--- src/rtl/pd_ctrl_pkg.sv ---
// Shared types and RV32I opcode constants for the decode-stage hazard controller.
// The opcode constants live here once and every other file imports them.
package pd_ctrl_pkg;

    // RV32I major opcodes (inst[6:0])
    localparam logic [6:0] OPCODE_LOAD   = 7'b0000011;
    localparam logic [6:0] OPCODE_STORE  = 7'b0100011;
    localparam logic [6:0] OPCODE_BRANCH = 7'b1100011;
    localparam logic [6:0] OPCODE_JALR   = 7'b1100111;
    localparam logic [6:0] OPCODE_JAL    = 7'b1101111;
    localparam logic [6:0] OPCODE_ITYPE  = 7'b0010011;
    localparam logic [6:0] OPCODE_RTYPE  = 7'b0110011;
    localparam logic [6:0] OPCODE_LUI    = 7'b0110111;
    localparam logic [6:0] OPCODE_AUIPC  = 7'b0010111;

    // Operand source select for the EX operand muxes
    typedef enum logic [1:0] {
        FWD_RF  = 2'd0,
        FWD_EX  = 2'd1,
        FWD_MEM = 2'd2,
        FWD_WB  = 2'd3
    } fwd_sel_e;

    // Hazard controller states
    typedef enum logic [1:0] {
        HZ_RUN   = 2'd0,
        HZ_STALL = 2'd1,
        HZ_FLUSH = 2'd2
    } hz_state_e;

    // One in-flight destination register
    typedef struct packed {
        logic       valid;
        logic [4:0] rd;
        logic       is_load;
    } sb_entry_t;

    // Opcode classes that write a destination register
    function automatic logic op_writes_rd(input logic [6:0] op);
        logic r;
        case (op)
            OPCODE_RTYPE, OPCODE_ITYPE, OPCODE_LOAD, OPCODE_JALR,
            OPCODE_JAL, OPCODE_LUI, OPCODE_AUIPC: r = 1'b1;
            default:                              r = 1'b0;
        endcase
        return r;
    endfunction

    // Opcode classes that read rs1
    function automatic logic op_uses_rs1(input logic [6:0] op);
        logic r;
        case (op)
            OPCODE_RTYPE, OPCODE_ITYPE, OPCODE_LOAD, OPCODE_JALR,
            OPCODE_STORE, OPCODE_BRANCH: r = 1'b1;
            default:                     r = 1'b0;
        endcase
        return r;
    endfunction

    // Opcode classes that read rs2
    function automatic logic op_uses_rs2(input logic [6:0] op);
        logic r;
        case (op)
            OPCODE_RTYPE, OPCODE_STORE, OPCODE_BRANCH: r = 1'b1;
            default:                                   r = 1'b0;
        endcase
        return r;
    endfunction

endpackage

--- src/rtl/hazard_scoreboard.sv ---
// Three-entry EX/MEM/WB shadow of in-flight destination registers.
// Produces the load-use hazard flag and per-operand forward selects
// combinationally from the registered entries and the decoded sources.
module hazard_scoreboard
    import pd_ctrl_pkg::*;
#(
    parameter int LOAD_USE_STALLS = 1
) (
    input  logic       clk,
    input  logic       rst,
    input  logic       ins_valid_i,
    input  logic [4:0] ins_rd_i,
    input  logic       ins_is_load_i,
    input  logic [4:0] rs1_i,
    input  logic [4:0] rs2_i,
    input  logic       use_rs1_i,
    input  logic       use_rs2_i,
    output logic       load_use_o,
    output logic [1:0] fwd_rs1_o,
    output logic [1:0] fwd_rs2_o
);

    sb_entry_t ex_q, ex_d;
    sb_entry_t mem_q, mem_d;
    sb_entry_t wb_q, wb_d;

    // WB entries only forward; a load in WB no longer causes a hazard
    logic wb_is_load_unused;
    assign wb_is_load_unused = wb_q.is_load;

    // An entry matches an operand only if both are live and the register is not x0
    function automatic logic entry_match(input sb_entry_t e, input logic [4:0] rs,
                                         input logic used);
        return e.valid && used && (rs != 5'd0) && (e.rd == rs);
    endfunction

    // Youngest producer wins; a load in EX cannot forward (data not ready yet)
    function automatic fwd_sel_e pick_src(input sb_entry_t ex, input sb_entry_t mem,
                                          input sb_entry_t wb, input logic [4:0] rs,
                                          input logic used);
        fwd_sel_e sel;
        if (entry_match(ex, rs, used) && !ex.is_load) begin
            sel = FWD_EX;
        end else if (entry_match(mem, rs, used)) begin
            sel = FWD_MEM;
        end else if (entry_match(wb, rs, used)) begin
            sel = FWD_WB;
        end else begin
            sel = FWD_RF;
        end
        return sel;
    endfunction

    // Shift the pipeline shadow; EX takes the newly issued instruction or a hole
    always_comb begin
        ex_d = '0;
        if (ins_valid_i) begin
            ex_d.valid   = 1'b1;
            ex_d.rd      = ins_rd_i;
            ex_d.is_load = ins_is_load_i;
        end
        mem_d = ex_q;
        wb_d  = mem_q;
    end

    // Scoreboard registers, cleared by the asynchronous active-low reset
    always_ff @(posedge clk or negedge rst) begin
        if (!rst) begin
            ex_q  <= '0;
            mem_q <= '0;
            wb_q  <= '0;
        end else begin
            ex_q  <= ex_d;
            mem_q <= mem_d;
            wb_q  <= wb_d;
        end
    end

    // Load-use detection; the two-cycle variant also guards a load still in MEM
    always_comb begin
        load_use_o = 1'b0;
        if (ex_q.is_load &&
            (entry_match(ex_q, rs1_i, use_rs1_i) || entry_match(ex_q, rs2_i, use_rs2_i))) begin
            load_use_o = 1'b1;
        end
        if ((LOAD_USE_STALLS >= 2) && mem_q.is_load &&
            (entry_match(mem_q, rs1_i, use_rs1_i) || entry_match(mem_q, rs2_i, use_rs2_i))) begin
            load_use_o = 1'b1;
        end
    end

    // Forward selects are independent of whether decode holds a valid instruction
    always_comb begin
        fwd_rs1_o = pick_src(ex_q, mem_q, wb_q, rs1_i, use_rs1_i);
        fwd_rs2_o = pick_src(ex_q, mem_q, wb_q, rs2_i, use_rs2_i);
    end

endmodule

--- src/rtl/decode_hazard_ctrl.sv ---
// Decode-stage pipeline controller for the 5-stage RV32I core.
// Decodes operand usage, drives stall/bubble/flush through a small FSM and
// keeps saturating stall/flush performance counters. Forwarding and hazard
// matching come from the hazard_scoreboard sub-module.
module decode_hazard_ctrl
    import pd_ctrl_pkg::*;
#(
    parameter int LOAD_USE_STALLS = 1,
    parameter int CNT_WIDTH       = 32
) (
    input  logic                 clk,
    input  logic                 rst,
    input  logic                 id_valid_i,
    input  logic [6:0]           id_opcode_i,
    input  logic [4:0]           id_rd_i,
    input  logic [4:0]           id_rs1_i,
    input  logic [4:0]           id_rs2_i,
    input  logic                 ex_redirect_i,
    output logic                 stall_o,
    output logic                 bubble_o,
    output logic                 flush_o,
    output logic [1:0]           fwd_rs1_o,
    output logic [1:0]           fwd_rs2_o,
    output logic [CNT_WIDTH-1:0] stall_cnt_o,
    output logic [CNT_WIDTH-1:0] flush_cnt_o
);

    hz_state_e            state_q, state_d;
    logic [1:0]           cnt_q, cnt_d;
    logic [CNT_WIDTH-1:0] stall_cnt_q, stall_cnt_d;
    logic [CNT_WIDTH-1:0] flush_cnt_q, flush_cnt_d;

    logic use_rs1, use_rs2, writes_rd, is_load;
    logic ins_valid, load_use, hazard;

    // Operand usage and destination classification of the decoded instruction
    always_comb begin
        use_rs1   = op_uses_rs1(id_opcode_i);
        use_rs2   = op_uses_rs2(id_opcode_i);
        writes_rd = op_writes_rd(id_opcode_i) && (id_rd_i != 5'd0);
        is_load   = (id_opcode_i == OPCODE_LOAD);
    end

    // Only an instruction that actually leaves decode enters the EX shadow
    assign ins_valid = id_valid_i && writes_rd && !stall_o && !flush_o;
    assign hazard    = id_valid_i && load_use;

    hazard_scoreboard #(
        .LOAD_USE_STALLS(LOAD_USE_STALLS)
    ) u_scoreboard (
        .clk          (clk),
        .rst          (rst),
        .ins_valid_i  (ins_valid),
        .ins_rd_i     (id_rd_i),
        .ins_is_load_i(is_load),
        .rs1_i        (id_rs1_i),
        .rs2_i        (id_rs2_i),
        .use_rs1_i    (use_rs1),
        .use_rs2_i    (use_rs2),
        .load_use_o   (load_use),
        .fwd_rs1_o    (fwd_rs1_o),
        .fwd_rs2_o    (fwd_rs2_o)
    );

    // Next-state and control outputs; redirect always outranks a stall
    always_comb begin
        state_d  = state_q;
        cnt_d    = cnt_q;
        stall_o  = 1'b0;
        bubble_o = 1'b0;
        flush_o  = 1'b0;
        case (state_q)
            HZ_RUN: begin
                if (ex_redirect_i) begin
                    flush_o = 1'b1;
                    state_d = HZ_FLUSH;
                end else if (hazard) begin
                    stall_o  = 1'b1;
                    bubble_o = 1'b1;
                    cnt_d    = 2'(LOAD_USE_STALLS - 1);
                    if (cnt_d != 2'd0) begin
                        state_d = HZ_STALL;
                    end
                end
            end
            HZ_STALL: begin
                if (ex_redirect_i) begin
                    flush_o = 1'b1;
                    cnt_d   = 2'd0;
                    state_d = HZ_FLUSH;
                end else begin
                    stall_o  = 1'b1;
                    bubble_o = 1'b1;
                    cnt_d    = cnt_q - 2'd1;
                    if (cnt_q <= 2'd1) begin
                        cnt_d   = 2'd0;
                        state_d = HZ_RUN;
                    end
                end
            end
            HZ_FLUSH: begin
                if (ex_redirect_i) begin
                    flush_o = 1'b1;
                end else begin
                    state_d = HZ_RUN;
                end
            end
            default: begin
                state_d = HZ_RUN;
                cnt_d   = 2'd0;
            end
        endcase
    end

    // Saturating performance counters, counted in the cycle the condition is seen
    always_comb begin
        stall_cnt_d = stall_cnt_q;
        flush_cnt_d = flush_cnt_q;
        if (stall_o && !(&stall_cnt_q)) begin
            stall_cnt_d = stall_cnt_q + CNT_WIDTH'(1);
        end
        if (flush_o && !(&flush_cnt_q)) begin
            flush_cnt_d = flush_cnt_q + CNT_WIDTH'(1);
        end
    end

    // FSM and counter registers, cleared by the asynchronous active-low reset
    always_ff @(posedge clk or negedge rst) begin
        if (!rst) begin
            state_q     <= HZ_RUN;
            cnt_q       <= 2'd0;
            stall_cnt_q <= '0;
            flush_cnt_q <= '0;
        end else begin
            state_q     <= state_d;
            cnt_q       <= cnt_d;
            stall_cnt_q <= stall_cnt_d;
            flush_cnt_q <= flush_cnt_d;
        end
    end

    assign stall_cnt_o = stall_cnt_q;
    assign flush_cnt_o = flush_cnt_q;

endmodule

--- config.mk ---
export PLATFORM = sky130hd
export DESIGN_NAME = decode_hazard_ctrl
export DESIGN_NICKNAME = d
export VERILOG_FILES = /design/src/rtl/pd_ctrl_pkg.sv /design/src/rtl/hazard_scoreboard.sv /design/src/rtl/decode_hazard_ctrl.sv
export SDC_FILE = /design/constraint.sdc
export NUM_CORES = 1
export LEC_CHECK = 0
export BUFFER_PORTS_ARGS = -buffer_cell sky130_fd_sc_hd__buf_2
export CAP_MARGIN = 5
export CELL_PAD_IN_SITES_DETAIL_PLACEMENT = 2
export CELL_PAD_IN_SITES_GLOBAL_PLACEMENT = 2
export CORE_ASPECT_RATIO = 0.6
export CORE_UTILIZATION = 37
export CTS_CLUSTER_DIAMETER = 50
export DETAILED_ROUTE_END_ITERATION = 6
export GPL_ROUTABILITY_DRIVEN = 0
export PLACE_DENSITY_LB_ADDON = 0.1
export SYNTH_ARGS = -nofsm -noshare
export SYNTH_HDL_FRONTEND = slang
export SYNTH_SLANG_ARGS = --single-unit
--- constraint.sdc ---
create_clock -name clk -period 5.98 [get_ports clk]
set_clock_uncertainty 0.05 [all_clocks]
set_input_delay 1.794 -clock clk [delete_from_list [all_inputs] [get_ports clk]]
set_output_delay 1.794 -clock clk [all_outputs]
set_load 0.02 [all_outputs]
## Word-level counts from Yosys, hierarchy flattened

Cells that the tools add are included.

| storage, ports and cells | value |
|---|---|
| register bits after elaboration | 87 |
| input bits | 26 |
| output and inout bits | 71 |
| word-level logic and storage cells | 111 |

| operators by class | value |
|---|---|
| add/subtract/negate cells | 3 |
| magnitude comparators | 1 |
| eq/ne operators | 22 |
| mux-type cells | 27 |
| bitwise logic cells | 1 |
| reductions and logical operators | 46 |

Operator list:

| operator | count |
|---|---|
| $add A32 B1 Y32 const B | 2 |
| $reduce_and A32 Y1 | 2 |
| $eq A5 B5 Y1 | 6 |
| $logic_and A1 B1 Y1 | 28 |
| $mux W2 | 14 |
| $eq A7 B6 Y1 const B | 3 |
| $eq A7 B7 Y1 const B | 3 |
| $reduce_bool A5 Y1 | 3 |
| $eq A7 B5 Y1 const B | 2 |
| $pmux W2 S3 | 2 |
| $mux W1 | 9 |
| $ne A2 B2 Y1 const B | 4 |
| $eq A7 B2 Y1 const B | 1 |
| $mux W7 | 1 |
| $reduce_or A7 Y1 | 1 |
| $reduce_and A3 Y1 | 2 |
| $reduce_or A3 Y1 | 2 |
| $reduce_or A6 Y1 | 1 |
| $logic_not A1 Y1 | 5 |
| $ne A3 B3 Y1 const B | 1 |
| $eq A2 B1 Y1 const B | 1 |
| $eq A2 B2 Y1 const B | 1 |
| $le A2 B1 Y1 const B | 1 |
| $logic_not A2 Y1 | 1 |
| other kinds (4) | 4 |

## Depth between registers and ports, before layout

| depth | value |
|---|---|
| depth after elaboration | 17 |
| depth in mapped cells | 8 |
| depth with buffers taken out | 7 |

## Hierarchy

From an unflattened synthesis, not the netlist that was laid out.

| unflattened totals | value |
|---|---|
| cell total of the unflattened synthesis | 406 |
| area, all modules | 4376.7 um2 |

Modules (own cells, without submodules):

| module | times used | cells an instance | area an instance (um2) | seq. area each (um2) |
|---|---|---|---|---|
| decode_hazard_ctrl | 1 | 326 | 3424.5 | 1626.6 |
| hazard_scoreboard | 1 | 80 | 952.2 | 475.5 |

## Least setup slack after synthesis

No wires, ideal clock.

| path | value |
|---|---|
| path kind | input port to output port |
| from | input port id_rs1_i[3] |
| to | output port stall_o |
| arrival | 3327 ps |
| required time | 4136 ps |
| setup slack | 809 ps |
| stages on the path | 6 |
| path buffers | 1 |
| cells stage by stage | xnor2_1 -> nand4_1 -> or3_1 -> a211o_1 -> a21oi_1 -> buf_4 |

| between the ends | value |
|---|---|
| longest elaborated chain between the ends | 10 |
| elaborated cells on any way between the ends | 11 |
| those cells by class | 1 x eq/ne; 4 x mux; 6 x reduce/logical |

RTL lines:

| element | RTL line | source |
|---|---|---|
| start: declaration | decode_hazard_ctrl.sv:16 | `input logic [4:0] id_rs1_i,` |
| $reduce_bool A5 Y1 | hazard_scoreboard.sv:34 | `return e.valid && used && (rs != 5'd0) && (e.rd == rs);` |
| $logic_and A1 B1 Y1 | hazard_scoreboard.sv:34 |  |
| $logic_and A1 B1 Y1 (*) | hazard_scoreboard.sv:34 |  |
| $logic_or A1 B1 Y1 (*) | hazard_scoreboard.sv:83 | `(entry_match(ex_q, rs1_i, use_rs1_i) \|\| entry_match(ex_q, rs2_i, use_rs2_i))) begin` |
| $logic_and A1 B1 Y1 (*) | hazard_scoreboard.sv:82 | `if (ex_q.is_load &&` |
| $mux W1 (*) | hazard_scoreboard.sv:82 |  |
| $logic_and A1 B1 Y1 (*) | decode_hazard_ctrl.sv:46 | `assign hazard = id_valid_i && load_use;` |
| $mux W1 (*) (2 in a row) | n/a |  |
| $pmux W1 S2 (*) | n/a |  |
| end: declaration | decode_hazard_ctrl.sv:19 | `output logic stall_o,` |

Mark *: on every way between the ends. The rest lies on a longest branch, timed or not.

## Worst setup path after layout

| path | value |
|---|---|
| from | input port id_rs1_i[4] |
| to | output port stall_o |

| between the ends | value |
|---|---|
| longest elaborated chain between the ends | 10 |
| elaborated cells on any way between the ends | 11 |
| those cells by class | 1 x eq/ne; 4 x mux; 6 x reduce/logical |

RTL lines:

| element | RTL line | source |
|---|---|---|
| $reduce_bool A5 Y1 | hazard_scoreboard.sv:34 |  |
| $logic_and A1 B1 Y1 | hazard_scoreboard.sv:34 |  |
| $logic_and A1 B1 Y1 (*) | hazard_scoreboard.sv:34 |  |
| $logic_or A1 B1 Y1 (*) | hazard_scoreboard.sv:83 |  |
| $logic_and A1 B1 Y1 (*) | hazard_scoreboard.sv:82 |  |
| $mux W1 (*) | hazard_scoreboard.sv:82 |  |
| $logic_and A1 B1 Y1 (*) | decode_hazard_ctrl.sv:46 |  |
| $mux W1 (*) | decode_hazard_ctrl.sv:77 | `end else if (hazard) begin` |
| $mux W1 (*) | decode_hazard_ctrl.sv:74 | `if (ex_redirect_i) begin` |
| $pmux W1 S2 (*) | decode_hazard_ctrl.sv:72 | `case (state_q)` |

Marks and branches as above.

==> impl_metrics.env <==
export IMPL_synth_xor_area_share_pct=18.3
export IMPL_synth_compound_area_share_pct=2.96
export IMPL_num_rows=30
export IMPL_die_w_um=141
export IMPL_grt_pass1_vias=3631
export IMPL_fin_util_pct=46.3
export IMPL_path_delay_family="simple AND/OR/NAND/NOR gates"
export IMPL_synth_fa_ha_area_share_pct=0.580
export IMPL_post_route_period_util_pct=88.1
export IMPL_drive_above_1_share_pct=26.5
export IMPL_ys_flop_type="dfrtp_1"
export IMPL_synth_simple_area_share_pct=27.1
export IMPL_grt_overflow=0
export IMPL_drv_slew=0
export IMPL_clkTransAtPathRegs_ns=0.06
export IMPL_rsz0062_at_grt="false"
export IMPL_fp_dieArea_mm2=0.0121
export IMPL_cpPeakStageDelay_ns=0.37
export IMPL_pre_cts_ws_ns=0.667
export IMPL_ctsResizeCount=0
export IMPL_synth_top_area_share_pct=48.7
export IMPL_fin_setup_tns_ns=0
export IMPL_yosysUniqueCellTypes=49
export IMPL_seq_power_share_pct=47.1
export IMPL_cts_root_buf="clkbuf_16"
export IMPL_synthTopCellsByCount="dfrtp_1 (84), xor2_1 (57), xnor2_1 (33)"
export IMPL_yosys_warnings=0
export IMPL_p_int_mw=0.985
export IMPL_fin_crit_ns=5.27
export IMPL_swShare_pct=25.9
export IMPL_critPathKind="in2out"
export IMPL_areaGrowthSynthToFinish_pct=21.5
export IMPL_clk_path_buf_depth=2
export IMPL_io_buffer_count=96
export IMPL_setup_ws_ns=0.714
export IMPL_synth_edff_count=0
export IMPL_r2r_end="stall_cnt_o[1]$_DFFE_PN0P_"
export IMPL_dp_hpwl_mm=9.03
export IMPL_critPathLaunch="id_rs1_i[4]"
export IMPL_diodes=0
export IMPL_grt_pass1_wl_mm=20.0
export IMPL_clock_sinks=84
export IMPL_ctsHtreeMaxLevel=3
export IMPL_core_mm2=0.0113
export IMPL_power_switching_mw=0.344
export IMPL_arrival_ns=3.42
export IMPL_timing_fmax_ghz=0.190
export IMPL_vias_per_cell=5.11
export IMPL_tritoncts="yes"
export IMPL_synthCells=400
export IMPL_power_density_mw_per_mm2=253
export IMPL_clock_latency_ns=0.34
export IMPL_synth_top_family_by_area="simple AND/OR/NAND/NOR gates"
export IMPL_drc=0
export IMPL_synth_area_mux_share_pct=0.522
export IMPL_min_path_type="reg2reg"
export IMPL_vias=3401
export IMPL_async_flop_share_pct=100
export IMPL_power_leakage_nw=2.63
export IMPL_postPlaceCellArea_mm2=0.00496
export IMPL_crit_path_end_kind="output port"
export IMPL_final_hold_viol_count=0
export IMPL_clock_power_share_pct=41.5
export IMPL_r2r_start="stall_cnt_o[0]$_DFFE_PN0P_"
export IMPL_reg2regPathDepth=8
export IMPL_required_ns=4.14
export IMPL_post_cts_setup_buffer_count=0
export IMPL_track_usage_pct=21.6
export IMPL_drtIter0Drc=79
export IMPL_cp_common_cell="buf_2"
export IMPL_cts_made_buffers=9
export IMPL_stdcell_area_mm2=0.00525
export IMPL_endpoint="stall_o"
export IMPL_initial_core_util_pct=38.1
export IMPL_drt_pre_antenna_iters=4
export IMPL_drv_cap=0
export IMPL_ys_ff_latch=84
export IMPL_crit_cells=7
export IMPL_crit_chain="buf_2 -> xnor2_1 -> nand4_1 -> or3_1 -> a211o_1 -> a21oi_1 -> buf_2"
export IMPL_nNetsFinal=529
export IMPL_rrSetupSlack_ns=3.14
export IMPL_cts_hold_buf=0
export IMPL_grt_max_degree=74
export IMPL_pwr_share_comb_pct=11.4
export IMPL_avgRoutedWirePerCell_um=18.4
export IMPL_ant_nets=0
export IMPL_synth_nets=428
export IMPL_yosysTopAreaCell="dfrtp_1"
export IMPL_die_y_um=85.7
export IMPL_worst_pin_slew_ns=1.01
export IMPL_syn_area_mm2=0.00432
export IMPL_slew_headroom_pct=32.8
export IMPL_synth_avg_cell_area_um2=10.8
export IMPL_start_kind="input pin"
export IMPL_crit_buf_inv=2
export IMPL_synthTopCellsByArea="dfrtp_1 (49%), xor2_1 (12%), xnor2_1 (6.7%)"
export IMPL_synth_seq_area_share_pct=48.7
export IMPL_yosysMostFrequentCell="dfrtp_1"
export IMPL_io_pins=97
export IMPL_setup_violations=0
export IMPL_peakVddDrop_mv=0.145
export IMPL_crit_path_max_fanout=4
export IMPL_antenna_found_initial=0
export IMPL_finalWirelength_mm=12.2
export IMPL_cp_slowest_cell="or3_1"
export IMPL_status="complete, no violations"
==> layout by cell type, fill, tap and decap left out, types with 9 or more instances in the layout <==
| master | synthesis | final |
|---|---|---|
| nand4_1 | 17 | 17 |
| buf_2 | 2 | 95 |
| nor2_1 | 30 | 30 |
| clkbuf_16 | 0 | 9 |
| and4_1 | 9 | 9 |
| nand3_1 | 27 | 27 |
| dfrtp_1 | 84 | 84 |
| nor3_1 | 21 | 21 |
| nand2_1 | 30 | 30 |
| xor2_1 | 57 | 57 |
| xnor2_1 | 33 | 33 |
==> registers in the layout (all words and copies together), names as in the netlist <==
name and count:
u_scoreboard.mem_q 6, u_scoreboard.ex_q 7, u_scoreboard.wb_q 6, stall_cnt_o 32
state_q 1, flush_cnt_o 32
==> power by group through the flow <==
stage,clock network [mW],logic [mW],registers (mW)
floorplan,0,0.0559,0.661
global placement,0,0.146,0.635
detailed placement,0,0.154,0.636
CTS,0.567,0.155,0.627
global route,0.583,0.165,0.631
finish,0.551,0.151,0.627
==> cell families (layout without fill, tap and decap cells) <==
logic type                 Yosys count  count (layout)
xor gates and xnor gates            90              90
adders and majority gates            2               2
muxes                                2               2
AOI/OAI and AO/OA                   14              14
and+or+nand+nor                    194             194
DFF                                 84              84
buffers and inverters               14             119
==> worst reg2reg max path, cell delays in order, from the launching register on <==
cell     delay, ns
dfrtp_1       0.44
ha_1          0.21
nand3_1       0.21
nor2_1        0.31
nand3_1       0.18
nor3_4        0.56
buf_4         0.35
nor2_1        0.11
mux2_2        0.32
==> layout make-up <==
cell class | count | area (um^2)
clock buffer | 13 | 250
clock inverter | 2 | 35.0
fill | 1217 | 6090
inverter | 5 | 18.8
multi-input combinational | 302 | 2130
sequential | 84 | 2100
tap | 160 | 200
timing repair buffer | 99 | 505
==> per-stage QoR <==
step / total power, mW / hold slack (ns) / instances
after global routing: 1.38 / 0.395 / 665
after global placement: 0.781 / 0.366 / 650
final: 1.33 / 0.385 / 665
after floorplan: 0.717 / 0.316 / 400
after CTS: 1.35 / 0.380 / 665
after detailed placement: 0.790 / 0.365 / 650
==> worst min path at each step <==
stage | from | endpoint | slack (ns) | cells after the start
4_1_cts | u_scoreboard.mem_q[6]$_DFF_PN0_ | u_scoreboard.wb_q[6]$_DFF_PN0_ | 0.38 | 0
6_report | u_scoreboard.mem_q[6]$_DFF_PN0_ | u_scoreboard.wb_q[6]$_DFF_PN0_ | 0.38 | 0
3_5_place_dp | u_scoreboard.mem_q[6]$_DFF_PN0_ | u_scoreboard.wb_q[6]$_DFF_PN0_ | 0.37 | 0
3_3_place_gp | u_scoreboard.ex_q[6]$_DFF_PN0_ | u_scoreboard.mem_q[6]$_DFF_PN0_ | 0.37 | 0
5_1_grt | u_scoreboard.mem_q[6]$_DFF_PN0_ | u_scoreboard.wb_q[6]$_DFF_PN0_ | 0.39 | 0
2_1_floorplan | u_scoreboard.ex_q[6]$_DFF_PN0_ | u_scoreboard.mem_q[6]$_DFF_PN0_ | 0.32 | 0
==> routing by layer <==
| layer | up-vias | wire length [um] | track usage (%) |
|---|---|---|---|
| met5 | - | 0 | 0 |
| met4 | 0 | 154 | 6.45 |
| met3 | 14 | 415 | 4.24 |
| met2 | 63 | 5550 | 34.2 |
| li1 | 1604 | - | - |
| met1 | 1720 | 6100 | 30.2 |
Power figures use the tool's default switching activity.
